==> src/rtl/video_vblank_write_sched.sv <==
// Write scheduler between the FPro video bus and the video decoder: deferred-slot
// register writes are queued and replayed in a burst after frame_start.
module video_vblank_write_sched #(
    parameter int         AW_Q       = 4,
    parameter logic [7:0] DEFER_MASK = 8'hFE
) (
    input  logic            clk,
    input  logic            reset_n,
    input  logic            s_cs,
    input  logic            s_wr,
    input  logic [20:0]     s_addr,
    input  logic [31:0]     s_wr_data,
    input  logic            frame_start,
    input  logic            defer_en,
    input  logic            clr_flags,
    output logic            m_cs,
    output logic            m_wr,
    output logic [20:0]     m_addr,
    output logic [31:0]     m_wr_data,
    output logic [AW_Q:0]   q_count,
    output logic            ovf,
    output logic            late
);
    localparam int DEPTH = 2 ** AW_Q;
    localparam int QW    = AW_Q + 1;

    typedef enum logic {IDLE, DRAIN} state_t;

    state_t          state_q, state_d;
    logic [QW-1:0]   drain_cnt_q, drain_cnt_d;
    logic [QW-1:0]   q_count_q, q_count_d;
    logic [AW_Q-1:0] rd_ptr_q, rd_ptr_d;
    logic [AW_Q-1:0] wr_ptr_q, wr_ptr_d;
    logic            ovf_q, ovf_d;
    logic            late_q, late_d;
    logic            m_cs_q, m_cs_d;
    logic            m_wr_q, m_wr_d;
    logic [20:0]     m_addr_q, m_addr_d;
    logic [31:0]     m_wr_data_q, m_wr_data_d;

    logic [52:0]     queue_mem [DEPTH];
    logic [52:0]     head;

    logic [2:0]      slot;
    logic            host_wr;
    logic            deferred;
    logic            pass;
    logic            pop;
    logic            full;
    logic            enq_ok;
    logic            drop;

    assign slot    = s_addr[16:14];
    assign host_wr = s_cs & s_wr;
    // Once anything is queued, later deferred-slot writes must queue behind it to keep order.
    assign deferred = host_wr & ~s_addr[20] & DEFER_MASK[slot]
                    & (defer_en | (q_count_q != '0));
    assign pass     = s_cs & ~deferred;
    assign pop      = (state_q == DRAIN) & ~pass & (drain_cnt_q != '0);
    assign full     = (q_count_q == QW'(DEPTH));
    assign enq_ok   = deferred & (~full | pop);
    assign drop     = deferred & full & ~pop;
    assign head     = queue_mem[rd_ptr_q];

    // Storage has no reset; occupancy and pointers define validity.
    always_ff @(posedge clk) begin
        if (enq_ok) begin
            queue_mem[wr_ptr_q] <= {s_addr, s_wr_data};
        end
    end

    always_comb begin
        state_d     = state_q;
        drain_cnt_d = drain_cnt_q;
        rd_ptr_d    = rd_ptr_q;
        wr_ptr_d    = wr_ptr_q;
        q_count_d   = q_count_q;
        ovf_d       = ovf_q;
        late_d      = late_q;
        m_cs_d      = 1'b0;
        m_wr_d      = 1'b0;
        m_addr_d    = m_addr_q;
        m_wr_data_d = m_wr_data_q;

        case (state_q)
            IDLE: begin
                if (frame_start && (q_count_q != '0)) begin
                    drain_cnt_d = q_count_q;
                    state_d     = DRAIN;
                end
            end
            DRAIN: begin
                if (pop) begin
                    drain_cnt_d = drain_cnt_q - QW'(1);
                    if (drain_cnt_q == QW'(1)) begin
                        state_d = IDLE;
                    end
                end
            end
            default: state_d = IDLE;
        endcase

        if (enq_ok) begin
            wr_ptr_d = wr_ptr_q + AW_Q'(1);
        end
        if (pop) begin
            rd_ptr_d = rd_ptr_q + AW_Q'(1);
        end
        case ({enq_ok, pop})
            2'b10:   q_count_d = q_count_q + QW'(1);
            2'b01:   q_count_d = q_count_q - QW'(1);
            default: q_count_d = q_count_q;
        endcase

        if (pass) begin
            m_cs_d      = 1'b1;
            m_wr_d      = s_wr;
            m_addr_d    = s_addr;
            m_wr_data_d = s_wr_data;
        end else if (pop) begin
            m_cs_d      = 1'b1;
            m_wr_d      = 1'b1;
            m_addr_d    = head[52:32];
            m_wr_data_d = head[31:0];
        end

        if (clr_flags) begin
            ovf_d  = 1'b0;
            late_d = 1'b0;
        end
        if (drop) begin
            ovf_d = 1'b1;
        end
        if (frame_start && (state_q == DRAIN)) begin
            late_d = 1'b1;
        end
    end

    always_ff @(posedge clk or negedge reset_n) begin
        if (!reset_n) begin
            state_q     <= IDLE;
            drain_cnt_q <= '0;
            q_count_q   <= '0;
            rd_ptr_q    <= '0;
            wr_ptr_q    <= '0;
            ovf_q       <= 1'b0;
            late_q      <= 1'b0;
            m_cs_q      <= 1'b0;
            m_wr_q      <= 1'b0;
            m_addr_q    <= '0;
            m_wr_data_q <= '0;
        end else begin
            state_q     <= state_d;
            drain_cnt_q <= drain_cnt_d;
            q_count_q   <= q_count_d;
            rd_ptr_q    <= rd_ptr_d;
            wr_ptr_q    <= wr_ptr_d;
            ovf_q       <= ovf_d;
            late_q      <= late_d;
            m_cs_q      <= m_cs_d;
            m_wr_q      <= m_wr_d;
            m_addr_q    <= m_addr_d;
            m_wr_data_q <= m_wr_data_d;
        end
    end

    assign m_cs      = m_cs_q;
    assign m_wr      = m_wr_q;
    assign m_addr    = m_addr_q;
    assign m_wr_data = m_wr_data_q;
    assign q_count   = q_count_q;
    assign ovf       = ovf_q;
    assign late      = late_q;

endmodule
==> config.mk <==
export PLATFORM = sky130hd
export DESIGN_NAME = video_vblank_write_sched
export DESIGN_NICKNAME = d
export VERILOG_FILES = /design/src/rtl/video_vblank_write_sched.sv
export SDC_FILE = /design/constraint.sdc
export NUM_CORES = 1
export LEC_CHECK = 0
export CAP_MARGIN = 20
export CORE_MARGIN = 3
export CORE_UTILIZATION = 55
export CTS_BUF_LIST = sky130_fd_sc_hd__clkbuf_4 sky130_fd_sc_hd__clkbuf_8
export DETAILED_ROUTE_END_ITERATION = 6
export PLACE_DENSITY = 0.73
export RECOVER_POWER = 25
export SLEW_MARGIN = 10
export SYNTH_ARGS = -nofsm -noshare
export SYNTH_HDL_FRONTEND = slang
export SYNTH_SLANG_ARGS = --single-unit
==> constraint.sdc <==
create_clock -name clk -period 4.1 [get_ports clk]
set_clock_uncertainty 0.05 [all_clocks]
set_input_delay 1.025 -clock clk [delete_from_list [all_inputs] [get_ports clk]]
set_output_delay 1.025 -clock clk [all_outputs]
set_load 0.01 [all_outputs]
==> After elaboration in Yosys (flattened, before gate mapping) <==
Memory sizes are Yosys's and may differ from the RTL's.
Cells that the tools add are included.
{ "totals": {"regBits": 76, "ramBits": 848, "rom_bits": 8, "input_bits": 60, "wordCells": 73, "memories": 2} }
{ "classes": {"n_addsub": 5, "order_cmp": 1, "eq_ne": 6, "muxes": 21, "n_bitwise": 18, "n_reduce_logical": 9} }
{ "mem_list": {"columns": ["memory", "depth", "word_bits", "read_ports", "rd_ports_with_merged_regs", "wr", "line_no", "text"], "rows": [
  ["queue_mem", 16, 53, 1, 0, 1, "41", "logic [52:0] queue_mem [DEPTH];"],
  ["(name not given)", 8, 1, 1, 0, 0, "56", "assign deferred = host_wr & ~s_addr[20] & DEFER_MASK[slot]"]
]} }
{ "ops": {"columns": ["op", "count"], "rows": [
  ["32-bit two-way mux", 2],
  ["21-bit two-way mux", 2],
  ["5-bit case mux with 2 select lines", 2],
  ["1-bit two-way mux", 12],
  ["1-bit AND", 10],
  ["5-bit two-way mux", 2],
  ["5-bit nonzero test", 2],
  ["5-bit by 1-bit subtractor with 5-bit output, second input constant", 2],
  ["4-bit by 1-bit adder with 4-bit output, second input constant", 2],
  ["2-bit nonzero test", 4],
  ["1-bit inverter", 6],
  ["5-bit by 1-bit adder with 5-bit output, second input constant", 1],
  ["5-bit by 1-bit == test with 1-bit output, second input constant", 1],
  ["5-bit == test, second input constant", 1],
  ["3-bit by 4-bit < comparator with 1-bit output, second input constant", 1],
  ["2-bit by 1-bit == test with 1-bit output, second input constant", 1],
  ["2-bit == test, second input constant", 1],
  ["1-bit logical AND", 2],
  ["2-bit by 1-bit != test with 1-bit output, second input constant", 1],
  ["2-bit != test, second input constant", 1],
  ["1-bit OR", 2],
  ["1-bit case mux with 2 select lines", 1],
  ["2-bit AND reduction", 1]
]} }

==> Depth between registers and ports, before layout <==
{ "logic_depth": {"word_depth": 13, "ltp_mapped": 10} }

==> Worst setup path after synthesis <==
No wires, ideal clock.
{ "synth_path": {"path_kind": "input-to-reg", "from": "input s_addr[14]", "to": "memory queue_mem[10][0] (enable)", "setup_time_ns": 0.417, "arrival_time_ns": 3.505, "setup_slack_ns": 0.128, "stages": 6, "n_path_buf": 2, "path_cell_list": "nor3_1 -> or3_1 -> buf_2 -> a21oi_1 -> clkbuf_1 -> and4b_1"} }
{ "synth_via": {"elab_chain_cells": 13} }
{ "synth_lines": {"columns": ["element", "line_no", "text"], "rows": [
  ["start, declared", "11", "input logic [20:0] s_addr,"],
  ["memory read 8 x 1 bit (*)", null, null],
  ["1-bit two-way mux (implied by the code) (*)", "56", null],
  ["1-bit AND (*)", "56", null],
  ["1-bit AND (*)", "57", "& (defer_en | (q_count_q != '0));"],
  ["1-bit inverter", "58", "assign pass = s_cs & ~deferred;"],
  ["1-bit AND", "58", null],
  ["1-bit inverter", "59", "assign pop = (state_q == DRAIN) & ~pass & (drain_cnt_q != '0);"],
  ["1-bit AND (2 in a row)", "59", null],
  ["1-bit OR", "61", "assign enq_ok = deferred & (~full | pop);"],
  ["1-bit AND (*)", "61", null],
  ["1-bit two-way mux (*)", "67", "if (enq_ok) begin"],
  ["1-bit two-way mux (implied by the code) (*)", "68", "queue_mem[wr_ptr_q] <= {s_addr, s_wr_data};"],
  ["end, declared", "41", null]
]} }
Mark *: on every way between the ends. The rest lies on a longest branch, timed or not. The select of a mux whose other input is x is not followed.

==> Worst setup path in the final report <==
{ "layout_path": {"from": "input s_addr[15]", "to": "memory queue_mem[2][20] (enable)"} }
The elaborated chain is that of the path after synthesis.

==> flow_summary_export.csv <==
group,metric,value,unit
run_status,outcome,"finished with violations",
run_status,violations,"capacitance limit, slew limit",
global_routing,grt_max_degree,88,
place,port-buffer-count,121,
drt,post_drt_wl_per_cell,27.9,microns
floorplanning,start_util,0.558,
min_path,worstHoldEndpoint,"ovf$_DFFE_PN0P_",
layout,final_nets,1921,
worst_setup_path,required,4.45,ns
drt,finalWirelength,78.7,mm
worst_setup_path,r2r_end,"queue_mem[2][20]$_DFFE_PP_",
sta,setup_viol,0,
clocking,hold_buffers,0,
synth,syn-cell-area,35300,sq um
flow_run,maxCapViolCount,1,
min_path,hold_depth,2,
synth,async_flop_share,0.0823,
sta,rsz0062_at_grt,"false",
place,hpwlAfterDp,43.1,mm
global_routing,grt_pass1_wl,119,mm
global_routing,grt_use_total,0.241,
synth,ys_ff_latch,924,
clocking,clock_latency,0.78,ns
sta,worst_slew_pin_slew,1.93,ns
sta,slew_violations,61,
synth,synth_top_area_share,0.721,
layout,areaGrowthSynthToFinish,16.2,%
power,peakVddDrop,557,uV
layout,drive_gt1_frac,0.275,
worst_setup_path,critPathKind,"input pin to flip-flop",
floorplanning,chipWidth,259,microns
power,switchingPower,7.80,mW
worst_setup_path,critical_path.top_delay_family,"buffers and inverters",
synth,ys_types,49,
worst_setup_path,cp_num_buf_inv,3,
sta,relSlewSlack,-0.288,
worst_setup_path,cp.arrival,3.63,ns
min_path,min_from,"ovf$_DFFE_PN0P_",
place,place.gp.congestion,0.782,
worst_setup_path,cp_max_fo,53,
drt,drt-initial-drc-count,1913,
worst_setup_path,reg2reg_slack,1.18,ns
sta,hold_viol,0,
worst_setup_path,crit_start,"s_addr[15]",
synth,synth.avg_cell_area,21.8,sq um
global_routing,antenna_found_initial,3,
synth,synth_ff_type,"edfxtp_1",
worst_setup_path,r2r_cells,9,
worst_setup_path,path_cells,"dlygate4sd3_1 > nor3_1 > or3_1 > a21oi_1 > buf_4 > nor3b_1 > and2_4 > buf_12",
drt,viasPerCell,6.34,
sta,period_minus_slack,3.27,ns
worst_setup_path,crit_slowest_cell,"dlygate4sd3_1",
floorplanning,die_area,67300,sq um
drt,vias,17863,
power,clockPowerShare,0.294,
synth,synthTopCellsByArea,"edfxtp_1 72%, mux4_2 14%, dfrtp_1 5.4%",
floorplanning,io_pins,122,
clocking,cts_buffers,145,
power,comb_power_share,0.276,
synth,synth_top_area_cell,"edfxtp_1",
synth,synth_edf_count,848,
drt,drcViolationCount,0,
synth,synth_nets,1692,
floorplanning,chipHeight,259,microns
clocking,post_cts_resized,0,
drt,drtPass1Iterations,5,
floorplanning,core_area,63300,sq um
sta,finalCritPeriodShare,0.799,
global_routing,grt_overflow_total,0,
power,power_frac_seq,0.430,
worst_setup_path,rr_startpoint,"drain_cnt_q[0]$_DFFE_PN0P_",
min_path,min_path_type,"flip-flop to flip-flop",
synth,yosys_warnings,0,
clocking,clock-sinks,924,
clocking,root_buffer,"clkbuf_8",
clocking,tritoncts,"done",
synth,ys_seq_area_frac,0.774,
worst_setup_path,start_kind,"input pin",
synth,netlist_instances,1622,
clocking,postCtsSetupRepairBufs,0,
sta,max_freq,305,MHz
worst_setup_path,end_kind,"flip-flop",
power,p_per_area,646,nW/um^2
sta,tns,0,ns
power,intPower,18.7,mW
worst_setup_path,cpPeakStageDelay,0.60,ns
power,total_power,26.5,mW
power,switching_share,0.294,
clocking,cts_max_path_buffers,3,
power,leakage,13.6,nW
global_routing,first_global_vias,18594,
drt,ant_nets,0,
floorplanning,rows,92,
clocking,htreeDepth,4,
clocking,path_clk_slew,0.06,ns
stage by stage:
step / worst slack (ns) / std cells / utilization / hold slack [ns] / area, sq um
floorplan: 0.128 / 1622 / - / 0.438 / 35300
global placement: 0.0631 / 2550 / 0.602 / 0.445 / 38100
detailed placement: 0.136 / 2550 / 0.602 / 0.440 / 38100
CTS: 0.959 / 2816 / 0.649 / 0.331 / 41100
global route: 0.696 / 2817 / 0.649 / 0.486 / 41100
finish: 0.826 / 2817 / 0.649 / 0.467 / 41100
synthesized netlist by cell type (all sizes together) (2+ instances only):
cell    number
and3        55
xnor2       10
edfxtp     848
mux2i        3
nand3        3
o21ai        5
nor4b        2
ha          10
a21oi        8
nor3         5
o32ai        2
nor2         6
or3          2
dfrtp       76
nand2b       3
clkbuf      58
inv         10
a221o       52
and4b        4
buf         41
and2         8
nor2b        4
and4         4
a21o         2
a31o         2
nand2       60
mux4       212
a22oi      107
nand4        3
mux2         4
power by group through the flow:
stage	Clock, mW	Sequential [mW]	Combinational, mW
global route	8.38	11.5	7.83
detailed placement	0	11.6	7.39
global placement	0	11.6	7.25
finish	7.80	11.4	7.32
floorplan	0	11.4	4.82
CTS	7.94	11.4	7.41
logic make-up after synthesis:
kind of cell	after synthesis	share of synthesized area
buffers and inverters	109	0.0136
xor gates and xnor gates	11	0.00273
muxes	219	0.137
AOI/OAI and AO/OA	184	0.0425
adders and majority gates	10	0.00354
DFF	924	0.774
and+or+nand+nor	165	0.0260
flip-flops by register name (all words and copies together), names as in the netlist:
register / cells
queue_mem: 848
q_count: 5
late: 1
wr_ptr_q: 4
m_cs: 1
state_q: 1
m_wr: 1
m_wr_data: 32
drain_cnt_q: 5
rd_ptr_q: 4
m_addr: 21
ovf: 1
per-layer routing:
layer | up-vias | share of wire | routed length (microns) | GRT usage
met2 | 900 | 0.49 | 38900 | 0.382
met1 | 9455 | 0.40 | 31700 | 0.341
met5 | - | 0 | 0 | 0
li1 | 7380 | - | - | -
met3 | 128 | 0.082 | 6420 | 0.0519
met4 | 0 | 0.021 | 1680 | 0.0765
layout by cell type (no fill, tap or decap), types with 4 or more instances in the layout:
cell type / instances
inv_1: 10
clkinv_2: 17
ha_1: 10
xnor2_1: 10
nor2_1: 5
edfxtp_1: 848
clkdlybuf4s50_1: 92
dfrtp_1: 74
clkbuf_1: 5
inv_6: 5
a22oi_1: 107
clkinvlp_4: 9
and3_1: 53
buf_12: 35
dlygate4sd3_1: 28
a21oi_1: 7
clkbuf_4: 51
nand2_1: 59
clkinv_1: 26
a221o_1: 52
buf_4: 20
mux4_2: 212
bufinv_16: 6
o21ai_0: 5
nor3_1: 5
and4_4: 4
and4b_4: 4
clkbuf_8: 152
and2_4: 6
tightest hold or removal path, stage by stage (launching register included):
cell      delay (ns)
dfrtp_1         0.36
nand2b_1        0.07
o41ai_1         0.06
worst max path at each step:
stage                     cells after the start                    endpoint
final                                         8  queue_mem[2][20]$_DFFE_PP_
after global routing                          8  queue_mem[2][20]$_DFFE_PP_
after CTS                                     8  queue_mem[2][20]$_DFFE_PP_
after detailed placement                      8   queue_mem[2][5]$_DFFE_PP_
after global placement                        8   queue_mem[2][4]$_DFFE_PP_
after floorplan                               6  queue_mem[10][0]$_DFFE_PP_
area by class of cell:
type / count / area [sq um]
Antenna cell: 1 / 2.50
Clock buffer: 203 / 2470
Timing Repair Buffer: 181 / 2080
Fill cell: 4032 / 22200
Multi-Input combinational cell: 589 / 7570
Clock inverter: 63 / 474
Sequential cell: 924 / 27400
Inverter: 10 / 37.5
Tap cell: 846 / 1060
No activity file was read; power rests on OpenSTA's default activity.
